**config.mk**
```make
export PLATFORM = sky130hd
export DESIGN_NAME = atan2_quadrant_flat
export DESIGN_NICKNAME = d
export VERILOG_FILES = /design/src/rtl/atan2_pkg.sv /design/src/rtl/atan2_quadrant_if.sv /design/src/rtl/atan2_unfold.sv /design/src/rtl/atan2_quadrant.sv /design/src/flat_wrapper.sv
export SDC_FILE = /design/constraint.sdc
export NUM_CORES = 1
export LEC_CHECK = 0
export CAP_MARGIN = 20
export CELL_PAD_IN_SITES_DETAIL_PLACEMENT = 1
export CELL_PAD_IN_SITES_GLOBAL_PLACEMENT = 2
export CORE_UTILIZATION = 31
export DETAILED_ROUTE_END_ITERATION = 8
export PLACE_DENSITY_LB_ADDON = 0.1
export SETUP_SLACK_MARGIN = 0.1
export SYNTH_ARGS = -nofsm -noshare
export SYNTH_HDL_FRONTEND = slang
export SYNTH_HIERARCHICAL = 1
export SYNTH_SLANG_ARGS = --single-unit
```
**constraint.sdc**
```tcl
create_clock -name clk -period 5.95 [get_ports clk]
set_input_delay 0.595 -clock clk [delete_from_list [all_inputs] [get_ports clk]]
set_output_delay 0.595 -clock clk [all_outputs]
set_load 0.03 [all_outputs]
```
**src/rtl/atan2_pkg.sv**
```systemverilog
// Shared types and angle constants for the quadrant-unfolding atan2 wrapper.
// Angles are Q1.(w-1) fractions of pi, so +1.0 is not representable.
package atan2_pkg;

  typedef enum logic [1:0] {IDLE, ISSUE, WAIT, OUT} state_t;

  typedef enum logic [1:0] {QUAD_1, QUAD_2, QUAD_3, QUAD_4} quad_t;

  function automatic quad_t to_quad(input logic sx, input logic sy);
    case ({sx, sy})
      2'b00:   return QUAD_1;
      2'b10:   return QUAD_2;
      2'b11:   return QUAD_3;
      default: return QUAD_4;
    endcase
  endfunction

  function automatic logic [31:0] ANG_POS_MAX(input int w);
    return (32'd1 << (w - 1)) - 32'd1;
  endfunction

  function automatic logic [31:0] ANG_NEG_ONE(input int w);
    return 32'd1 << (w - 1);
  endfunction

  function automatic logic [31:0] ANG_ZERO(input int w);
    return (w > 0) ? 32'd0 : 32'd0;
  endfunction

endpackage

```
**src/rtl/atan2_quadrant_if.sv**
```systemverilog
// Upstream sample, first-quadrant core and downstream result channels.
// The slave modport is the wrapper's view; master is the surrounding system.
interface atan2_quadrant_if #(
  parameter int DIN_WIDTH  = 16,
  parameter int DOUT_WIDTH = 16
) ();

  logic signed [DIN_WIDTH-1:0]  x_in;
  logic signed [DIN_WIDTH-1:0]  y_in;
  logic                         din_valid;
  logic                         din_ready;
  logic        [DIN_WIDTH-1:0]  core_x;
  logic        [DIN_WIDTH-1:0]  core_y;
  logic                         core_valid;
  logic                         core_ready;
  logic signed [DOUT_WIDTH-1:0] core_z;
  logic                         core_z_valid;
  logic signed [DOUT_WIDTH-1:0] dout;
  logic                         dout_valid;
  logic                         dout_ready;
  logic                         err;

  modport slave (
    input  x_in, y_in, din_valid, core_ready, core_z, core_z_valid, dout_ready,
    output din_ready, core_x, core_y, core_valid, dout, dout_valid, err
  );

  modport master (
    output x_in, y_in, din_valid, core_ready, core_z, core_z_valid, dout_ready,
    input  din_ready, core_x, core_y, core_valid, dout, dout_valid, err
  );

endinterface

```
**src/rtl/atan2_unfold.sv**
```systemverilog
// Maps a first-quadrant core angle back to the sample's true quadrant,
// computing one guard bit wide and saturating to the Q1 output range.
module atan2_unfold
  import atan2_pkg::*;
#(
  parameter int DOUT_WIDTH = 16
) (
  input  quad_t                        quad,
  input  logic signed [DOUT_WIDTH-1:0] z,
  output logic signed [DOUT_WIDTH-1:0] angle
);

  localparam logic signed [DOUT_WIDTH-1:0] POS_MAX = DOUT_WIDTH'(ANG_POS_MAX(DOUT_WIDTH));
  localparam logic signed [DOUT_WIDTH-1:0] NEG_ONE = DOUT_WIDTH'(ANG_NEG_ONE(DOUT_WIDTH));
  localparam logic signed [DOUT_WIDTH:0]   EXT_MAX = {1'b0, POS_MAX};
  localparam logic signed [DOUT_WIDTH:0]   EXT_MIN = {1'b1, NEG_ONE};
  // +1.0 (pi) only exists in the widened domain
  localparam logic signed [DOUT_WIDTH:0]   ONE     = {2'b01, {(DOUT_WIDTH-1){1'b0}}};

  function automatic logic signed [DOUT_WIDTH-1:0] sat(input logic signed [DOUT_WIDTH:0] v);
    if (v > EXT_MAX)      return POS_MAX;
    else if (v < EXT_MIN) return NEG_ONE;
    else                  return v[DOUT_WIDTH-1:0];
  endfunction

  logic signed [DOUT_WIDTH:0] ze;
  logic signed [DOUT_WIDTH:0] r;

  always_comb begin
    ze = {z[DOUT_WIDTH-1], z};
    r  = ze;
    case (quad)
      QUAD_1:  r = ze;
      QUAD_2:  r = ONE - ze;
      QUAD_3:  r = ze - ONE;
      QUAD_4:  r = -ze;
      default: r = ze;
    endcase
    angle = sat(r);
  end

endmodule

```
**src/rtl/atan2_quadrant.sv**
```systemverilog
// Folds a signed sample into the first quadrant, hands it to an external
// atan core and unfolds the returned angle; one sample in flight at a time.
module atan2_quadrant
  import atan2_pkg::*;
#(
  parameter int DIN_WIDTH  = 16,
  parameter int DOUT_WIDTH = 16,
  parameter int TIMEOUT    = 2*DIN_WIDTH+4
) (
  input logic              clk,
  input logic              rst_n,
  atan2_quadrant_if.slave  bus
);

  localparam int CNT_W = $clog2(TIMEOUT + 1);
  localparam logic signed [DOUT_WIDTH-1:0] POS_MAX = DOUT_WIDTH'(ANG_POS_MAX(DOUT_WIDTH));
  localparam logic signed [DOUT_WIDTH-1:0] ZERO    = DOUT_WIDTH'(ANG_ZERO(DOUT_WIDTH));

  state_t                       state, state_nxt;
  logic [CNT_W-1:0]             cnt;
  logic                         sx, sy;
  logic                         accept, byp_zero, byp_neg, timeout_hit;
  logic [DIN_WIDTH-1:0]         ax, ay;
  logic signed [DOUT_WIDTH-1:0] angle;

  assign bus.din_ready  = (state == IDLE) && rst_n;
  assign bus.core_valid = (state == ISSUE);
  assign bus.dout_valid = (state == OUT);

  assign accept      = bus.din_valid && bus.din_ready;
  assign byp_zero    = (bus.x_in == '0) && (bus.y_in == '0);
  assign byp_neg     = (bus.y_in == '0) && bus.x_in[DIN_WIDTH-1];
  assign timeout_hit = (cnt == CNT_W'(TIMEOUT - 1));

  // Two's-complement negate; the most negative input folds to 2^(DIN_WIDTH-1)
  assign ax = bus.x_in[DIN_WIDTH-1] ? -bus.x_in : bus.x_in;
  assign ay = bus.y_in[DIN_WIDTH-1] ? -bus.y_in : bus.y_in;

  atan2_unfold #(.DOUT_WIDTH(DOUT_WIDTH)) u_unfold (
    .quad  (to_quad(sx, sy)),
    .z     (bus.core_z),
    .angle (angle)
  );

  always_ff @(posedge clk or negedge rst_n) begin
    if (!rst_n) state <= IDLE;
    else        state <= state_nxt;
  end

  always_comb begin
    state_nxt = state;
    case (state)
      IDLE:    if (accept) state_nxt = (byp_zero || byp_neg) ? OUT : ISSUE;
      ISSUE:   if (bus.core_ready) state_nxt = WAIT;
      WAIT:    if (bus.core_z_valid || timeout_hit) state_nxt = OUT;
      OUT:     if (bus.dout_ready) state_nxt = IDLE;
      default: state_nxt = IDLE;
    endcase
  end

  always_ff @(posedge clk or negedge rst_n) begin
    if (!rst_n) begin
      bus.core_x <= '0;
      bus.core_y <= '0;
      bus.dout   <= '0;
      bus.err    <= 1'b0;
      sx         <= 1'b0;
      sy         <= 1'b0;
      cnt        <= '0;
    end else begin
      case (state)
        IDLE: if (accept) begin
          bus.core_x <= ax;
          bus.core_y <= ay;
          sx         <= bus.x_in[DIN_WIDTH-1];
          sy         <= bus.y_in[DIN_WIDTH-1];
          cnt        <= '0;
          bus.err    <= 1'b0;
          if (byp_zero)     bus.dout <= ZERO;
          else if (byp_neg) bus.dout <= POS_MAX;
        end
        WAIT: begin
          if (bus.core_z_valid) begin
            bus.dout <= angle;
            bus.err  <= 1'b0;
          end else if (timeout_hit) begin
            bus.dout <= ZERO;
            bus.err  <= 1'b1;
          end else begin
            cnt <= cnt + 1'b1;
          end
        end
        default: ;
      endcase
    end
  end

endmodule
```
**src/flat_wrapper.sv**
```systemverilog
// flat-port wrapper written by rule: the top's interface ports become plain ports
module atan2_quadrant_flat import atan2_pkg::*;
#(
  parameter int DIN_WIDTH  = 16,
  parameter int DOUT_WIDTH = 16,
  parameter int TIMEOUT    = 2*DIN_WIDTH+4
)
  (clk, rst_n, bus_x_in, bus_y_in, bus_din_valid, bus_core_ready, bus_core_z, bus_core_z_valid, bus_dout_ready, bus_din_ready, bus_core_x, bus_core_y, bus_core_valid, bus_dout, bus_dout_valid, bus_err);
  atan2_quadrant_if #(.DIN_WIDTH(DIN_WIDTH), .DOUT_WIDTH(DOUT_WIDTH)) bus_i ();
  input logic clk;
  input logic rst_n;
  input wire logic [$bits(bus_i.x_in)-1:0] bus_x_in;
  input wire logic [$bits(bus_i.y_in)-1:0] bus_y_in;
  input wire logic [$bits(bus_i.din_valid)-1:0] bus_din_valid;
  input wire logic [$bits(bus_i.core_ready)-1:0] bus_core_ready;
  input wire logic [$bits(bus_i.core_z)-1:0] bus_core_z;
  input wire logic [$bits(bus_i.core_z_valid)-1:0] bus_core_z_valid;
  input wire logic [$bits(bus_i.dout_ready)-1:0] bus_dout_ready;
  output wire logic [$bits(bus_i.din_ready)-1:0] bus_din_ready;
  output wire logic [$bits(bus_i.core_x)-1:0] bus_core_x;
  output wire logic [$bits(bus_i.core_y)-1:0] bus_core_y;
  output wire logic [$bits(bus_i.core_valid)-1:0] bus_core_valid;
  output wire logic [$bits(bus_i.dout)-1:0] bus_dout;
  output wire logic [$bits(bus_i.dout_valid)-1:0] bus_dout_valid;
  output wire logic [$bits(bus_i.err)-1:0] bus_err;
  assign bus_i.x_in = bus_x_in;
  assign bus_i.y_in = bus_y_in;
  assign bus_i.din_valid = bus_din_valid;
  assign bus_i.core_ready = bus_core_ready;
  assign bus_i.core_z = bus_core_z;
  assign bus_i.core_z_valid = bus_core_z_valid;
  assign bus_i.dout_ready = bus_dout_ready;
  assign bus_din_ready = bus_i.din_ready;
  assign bus_core_x = bus_i.core_x;
  assign bus_core_y = bus_i.core_y;
  assign bus_core_valid = bus_i.core_valid;
  assign bus_dout = bus_i.dout;
  assign bus_dout_valid = bus_i.dout_valid;
  assign bus_err = bus_i.err;
  atan2_quadrant #(.DIN_WIDTH(DIN_WIDTH), .DOUT_WIDTH(DOUT_WIDTH), .TIMEOUT(TIMEOUT)) u_core (.clk(clk), .rst_n(rst_n), .bus(bus_i));
endmodule
```
==> impl_results.md, run 1 <==
* Outcome: finished clean
* Slew HR at slightly above 40%
* Synth Instances at ~430
* Total CTS buffers at 9
* Pre-antenna DRT Iters at 4
* Die height at about 110 µm
* Max-slew violations at 0
* WL final at 11,100 µm
* Row Count at 40
* Worst hold slack at 0.229 ns
* Vias per cell at about 5
* Worst VDD drop at about 0.2 mV
* CP arrival at a little over 3 ns
* CP peak stage delay at around 0.74 ns
* Worst slew pin tran at about 0.89 ns
* CP required at between 6 and 7 ns
* Maxcap violations at 0
* Number of DRC markers in iteration 0 at around 130
* Initial antenna violation count at 0
* Share of layout cells above drive strength 1 at under 10%
* Syn nets at 497
* Drt wl/cell at around 16 µm
* P&R area growth vs syn at 37.4%
* R2R Setup Slk at about 3.3 ns
* Critical Path Slowest Stage Cell: nor3_4
* Clock buffer depth at 2
* Crit path from: bus_y_in[2]
* CP Max Fanout at 15
* RSZ-0062 raised after global routing: false
* Gp weighted congestion at roughly 0.74
* Reg-to-Reg End: u_core/bus.dout[4]
* Number of flops mapped to enable cells by yosys at 0
* Crit path kind: in -> reg
* Final worst-path cycle share at between 40% and 50%
* Final setup fails at 0
* Leakage at 0.00219 µW
* Final net count at slightly below 600
* Core area at 0.0122 mm²
* Die X at between 100 and 150 µm
* HP Class: in -> async
* Shortest period the worst path allows at around 2.9 ns
* Setup Fix Bufs, Post-CTS at 0
* Startpoint Class: input pin
* Pre-CTS setup slack at about 2.7 ns
* Post-synth ARST share at 100%
* Root Driver: clkbuf_16
* GRT Total Usage at around 19%
* CTS tree: built
* Antenna-violating nets left at 0
* Drc violations at 0
* Global-route wire length before repair at about 19,000 µm
* Synth cell types at 54
* Antenna diodes at 0
* # H-tree levels at 3
* Setup crit end: u_core/bus.dout[4]
* Main synth FF type: dfrtp_1
* Crit-path cells: clkdlybuf4s50_1, nor4_4, nand4b_2, o31a_2, nor3_4, a2bb2oi_1
* Power density over the cells at roughly 500 mW/mm²
* Clock Latency Late Sink at ~0.34 ns
* Final core occ at 44.4%
* Worst Skew at 0.00633 ns
* Vias in the first global route at about 3,800
* Seq/Total Area, Yosys at between 30 and 40%
* DIE AREA at between 0.01 and 0.015 mm²
* Seq cells post-synth at 59
* R2R cell count at 6
* Post-synthesis cell area at 0.00393 mm²
* Fin. Hold Viols at 0
* Quantity of I/O buffers inserted on ports at roughly 110
* Initial core utilization at approximately 32%
* Reg2reg start: u_core/cnt[0]
* GR Overflow Total at 0
* Worst setup EP type: flip-flop
* Ports at 106
* CTS Sinks at 59
* Vias post-DR at between 3,000 and 4,000
* CTS resizes at 0
* Avg Cell Area, Syn at slightly above 9 µm²
* Final worst slack at approximately 3 ns
* Total negative slack at 0 ns
* Highest Clock Rate at 344 MHz
* Reg clk slew, reported paths at ~0.050 ns
* Hold buffer count at CTS at 0
* DP HPWL at roughly 8200 µm
* Synth warn at 6
* Pin count of the biggest net entering global routing at 66
## state kept, by name, indices dropped and copies added (netlist names)
register,flops
u_core/bus.dout,16
u_core/bus.core_x,16
u_core/bus.core_y,16
u_core/sy,1
u_core/sx,1
u_core/cnt,6
u_core/state,2
u_core/bus.err,1
## layout by cell type (no fill, tap or decap), drive strengths merged, types with 2 or more instances in the layout
cell type      synthesis  final
clkdlybuf4s50          0    104
nand2                 84     84
dfrtp                 59     59
o21ai                 56     56
xor2                  32     32
nand3                 21     21
inv                   17     17
a2bb2oi               16     16
clkbuf                17     13
nor2                  12     12
o31ai                 12     12
ha                    11     11
mux2i                  9      9
nor4                   9      9
o41ai                  7      7
a21oi                  7      7
nor2b                  6      6
nand3b                 5      5
o211ai                 5      5
or4                    4      4
and3                   4      4
xnor2                  4      4
and2                   3      3
nor3                   3      3
nand4b                 3      3
or3                    3      3
buf                    4      3
nand4                  3      3
clkinvlp               0      2
nand2b                 2      2
nor4b                  2      2
o221ai                 2      2
or2                    2      2
## logic make-up after synthesis
| kind of cell | count (synthesis) | share of synthesized area, % |
|---|---|---|
| adders and majority gates | 11 | 3.51 |
| buffers and inverters | 38 | 4.33 |
| AOI/OAI and AO/OA | 111 | 20.5 |
| DFF | 59 | 37.6 |
| muxes | 9 | 2.29 |
| xor gates and xnor gates | 36 | 8.03 |
| and+or+nand+nor | 168 | 23.7 |
## synth_stat cells, drive strengths merged (4+ instances only)
| cell type | n | area share (%) |
|---|---|---|
| nand2 | 84 | 8.0 |
| dfrtp | 59 | 38 |
| o21ai | 56 | 7.2 |
| xor2 | 32 | 7.1 |
| nand3 | 21 | 2.7 |
| clkbuf | 17 | 1.6 |
| inv | 17 | 1.6 |
| a2bb2oi | 16 | 5.2 |
| nor2 | 12 | 1.1 |
| o31ai | 12 | 2.3 |
| ha | 11 | 3.5 |
| mux2i | 9 | 2.3 |
| nor4 | 9 | 3.3 |
| a21oi | 7 | 1.2 |
| o41ai | 7 | 1.6 |
| nor2b | 6 | 0.96 |
| nand3b | 5 | 0.96 |
| o211ai | 5 | 1.3 |
| and3 | 4 | 0.64 |
| buf | 4 | 1.1 |
| or4 | 4 | 0.76 |
| xnor2 | 4 | 0.89 |
## how the worst min path moves through the flow
stage	endpoint	cells after the start	start	slack [ns]
detailed placement	u_core/bus.core_x[15]	2	u_core/bus.core_x[15]	0.47
global route	u_core/bus.core_y[13]	1	rst_n	0.26
finish	u_core/cnt[5]	1	rst_n	0.23
global placement	u_core/bus.core_x[15]	2	u_core/bus.core_x[15]	0.46
floorplan	u_core/bus.core_x[0]	0	rst_n	0.30
CTS	u_core/bus.core_y[13]	1	rst_n	0.23
## through the flow
step,area (µm²),total power (µW),std cells
2_1_floorplan,3930,1660,432
3_3_place_gp,5100,2160,686
3_5_place_dp,5100,2190,686
4_1_cts,5400,2730,702
5_1_grt,5400,2880,702
6_report,5400,2690,702
## routing by layer
layer	share of wire, %	up-vias	wire length, µm	GRT usage [%]
met3	5.2	13	581	5.66
met2	47	70	5200	29.8
met1	47	1694	5180	23.1
met5	0	-	0	0
li1	-	1730	-	-
met4	1.6	0	180	7.45
## worst max-delay path: cells and delay by family
family                 cells  cell delay [ns]
AO/OA/AOI/OAI              2             0.58
buffers and inverters      1             0.51
AND/OR/NAND/NOR            3             1.40
## final cells by class
type | count | area (µm²)
Clock inverter | 3 | 20.0
Tap cell | 168 | 210
Clock buffer | 13 | 280
Sequential cell | 59 | 1480
Timing Repair Buffer | 107 | 1060
Multi-Input combinational cell | 335 | 2280
Inverter | 17 | 63.8
Fill cell | 1392 | 6770
## power breakdown
group	internal [µW]	total (µW)	switching [µW]
Clock	326	518	192
Sequential	584	710	126
Combinational	612	1460	851
Power figures use the tool's default switching activity.
==> run 2: changes to the inputs <==
Settings changed: CORE_UTILIZATION 31 to 29.
Clock period 5.95 ns to 2.75 ns, I/O delays scaled along.
==> run 2 against run 1 <==
  * Total power is 120% higher
  * Largest cell class unchanged
  * Clock skew barely moved
  * Wire length increased by 0.73%
  * Critical path depth fell by 2
  * Sequential power grew 110%
  * Flip-flop and latch count stayed put
  * Clock power grew 120%
  * Critical endpoint is now bus_din_ready
  * Design area up 2.7%
  * First-iteration DRC count down 3.0%
  * Highest routed layer unchanged
==> impl_results.md, run 2 (synthesis results as in run 1) <==
* Outcome: finished clean
* Vias post-DR at 3,580 (+2.1%)
* Switching pwr at 2480 µW (+110%)
* Global routing usage on met3 at 3.33% (-2.3 points)
* Max-slew violations at 0 (unchanged)
* Routing usage on met2 at 28.8% (-1.0 points)
* Internal at 3430 µW (+130%)
* Biggest regs: u_core/bus.core_x: 16 flops, u_core/bus.core_y: 16 flops, u_core/bus.dout: 16 flops
* Fillers at 1,555 (+12%)
* Highest Clock Rate at approximately 420 MHz
* GRT busiest layer: met2
* Pin count of the biggest net entering global routing at 66 (unchanged)
* Fin. Hold Viols at 0 (unchanged)
* CTS Sinks at 59 (unchanged)
* Antenna-violating nets left at 0 (unchanged)
* Ports at 106 (unchanged)
* Clock buffer depth at 2 (unchanged)
* Drc violations at 0 (unchanged)
* Vias per cell at 4.94 (-1.2%)
* P&R area growth vs syn at 41.1%
* Switch share at 41.9% (-1.5 points)
* R2R Setup Slk at 0.58 ns (-2.74 ns)
* GRT Total Usage at 17.4% (-1.1 points)
* R2R cell count at 7 (+1)
* Initial antenna violation count at 0 (unchanged)
* Startpoint Class: flip-flop
* Share of layout cells above drive strength 1 at 10.9% (+1.8 points)
* Root Driver: clkbuf_16
* DIE AREA at 0.0140 mm² (+6.8%)
* Reg clk slew, reported paths at 0.05 ns (about the same)
* Row Count at 42 (+5.0%)
* Comb pwr share at 54.7% (+0.3 points)
* Clock Latency Late Sink at 0.33 ns (about the same)
* Worst VDD drop at 0.418 mV (+100%)
* Pre-antenna DRT Iters at 4 (unchanged)
* Crit path from: u_core/state[0]
* Number of DRC markers in iteration 0 at 130 (-3.0%)
* Gp weighted congestion at 0.758 (+2.1%)
* Worst setup EP type: output port
* CP required at 2.48 ns (-3.64 ns)
* WL final at 11,200 µm (+0.73%)
* Die X at 118 µm (+3.3%)
* Final worst-path cycle share at between 80 and 90%
* DP HPWL at 8640 µm (+5.8%)
* Antenna diodes at 0 (unchanged)
* Drt wl/cell at 15.5 µm (-2.5%)
* RSZ-0062 raised after global routing: false
* Worst slew pin tran at 0.662 ns (-0.231 ns)
* CP arrival at 2.12 ns (-0.96 ns)
* Final net count at 609 (+2.5%)
* Shortest period the worst path allows at 2.39 ns
* Leakage at 0.00227 µW (+3.8%)
* Crit-path leading delay family: buffers and inverters
* Reg2reg start: u_core/state[0]
* Global-route wire length before repair at 19,400 µm (+3.3%)
* Commonest non-fill, non-tap cell in the layout: clkdlybuf4s50_1
* Most frequent cells in the layout: 104 x clkdlybuf4s50_1, 84 x nand2_1, 59 x dfrtp_1
* Die height at 118 µm (+3.3%)
* CTS tree: built
* Total CTS buffers at 9 (unchanged)
* # H-tree levels at 3 (unchanged)
* Setup crit end: bus_din_ready
* Maxcap violations at 0 (unchanged)
* CP Depth at 4 (-2)
* Vias in the first global route at 3,764 (+0.080%)
* HP Class: in -> async
* CP Max Fanout at 11 (-4)
* Core area at 0.0132 mm² (+8.9%)
* Worst Skew at 0.00644 ns (+0.000108 ns)
* GR Overflow Total at 0 (unchanged)
* Crit path kind: reg -> out
* Slew HR at 55.9% (+16 points)
* Final core occ at 41.8% (-2.5 points)
* CTS resizes at 0 (unchanged)
* Quantity of I/O buffers inserted on ports at 105 (unchanged)
* Final setup fails at 0 (unchanged)
* Worst Path Buf+Inv at 2 (+1)
* Clk pwr share at 19.5% (+0.3 points)
* Crit-path cells: inv_1, ha_1, and2_1, clkdlybuf4s50_1
* CP peak stage delay at 0.67 ns (-0.07 ns)
* Reg-to-Reg End: u_core/cnt[3]
* Met1 usage at 22.7% (-0.40 points)
* Sequential share of power at 25.8% (-0.6 points)
* Total negative slack at 0 ns (unchanged)
* Power density over the cells at 1070 mW/mm² (+110%)
* Initial core utilization at 29.6% (-2.6 points)
* Critical Path Slowest Stage Cell: clkdlybuf4s50_1
run 2: cell count changes in the layout (fill, tap and decap cells not counted), sizes merged:
cell         delta
buf            +14
bufinv          +1
clkinv          -1
dlygate4sd3     +1
clkbuf          +2
clkinvlp        -2
run 2: power groups by stage:
stage / combinational [µW] / sequential (µW) / clock (µW)
5_1_grt: 3540 / 1580 / 1230
6_report: 3230 / 1520 / 1150
2_1_floorplan: 1440 / 2150 / 0
3_5_place_dp: 3260 / 1550 / 0
4_1_cts: 3280 / 1540 / 1200
3_3_place_gp: 3210 / 1530 / 0
run 2: how the worst min path moves through the flow:
stage | from | to | slack [ns]
after global routing | rst_n | u_core/state[0] | 0.46
after detailed placement | rst_n | u_core/state[1] | 0.17
after floorplan | rst_n | u_core/bus.core_x[0] | -0.02
final | rst_n | u_core/bus.core_y[12] | 0.45
after global placement | rst_n | u_core/state[1] | 0.17
after CTS | rst_n | u_core/bus.core_y[13] | 0.45
run 2: area by class of cell:
type | instances | area, µm² | area share [%]
Multi-Input combinational cell | 335 | 2280 | 41.2
Clock buffer | 15 | 278 | 5.01
Tap cell | 176 | 220 | 3.97
Inverter | 17 | 63.8 | 1.15
Sequential cell | 59 | 1480 | 26.6
Clock inverter | 1 | 30.0 | 0.542
Timing Repair Buffer | 122 | 1190 | 21.4
run 2: per-layer routing:
metal | vias up | wire [µm]
met2 | 61 | 5400
met3 | 11 | 320
met1 | 1737 | 5360
met4 | 0 | 152
met5 | - | 0
li1 | 1771 | -
run 2: what timing repair did:
action                    4_1_cts  5_1_grt
hold buffers                    1        0
hold endpoints to repair        8        0
buffers inserted                0        0
run 2: per-stage QoR:
step | worst slack [ns] | area, µm² | total power, µW | instances | hold WS (ns)
after global placement | 0.196 | 5220 | 4740 | 708 | 0.173
after detailed placement | 0.105 | 5220 | 4810 | 708 | 0.171
final | 0.355 | 5540 | 5910 | 725 | 0.454
after CTS | 0.321 | 5540 | 6010 | 725 | 0.446
after floorplan | 0.805 | 3930 | 3590 | 432 | -0.0206
after global routing | 0.220 | 5540 | 6350 | 725 | 0.457
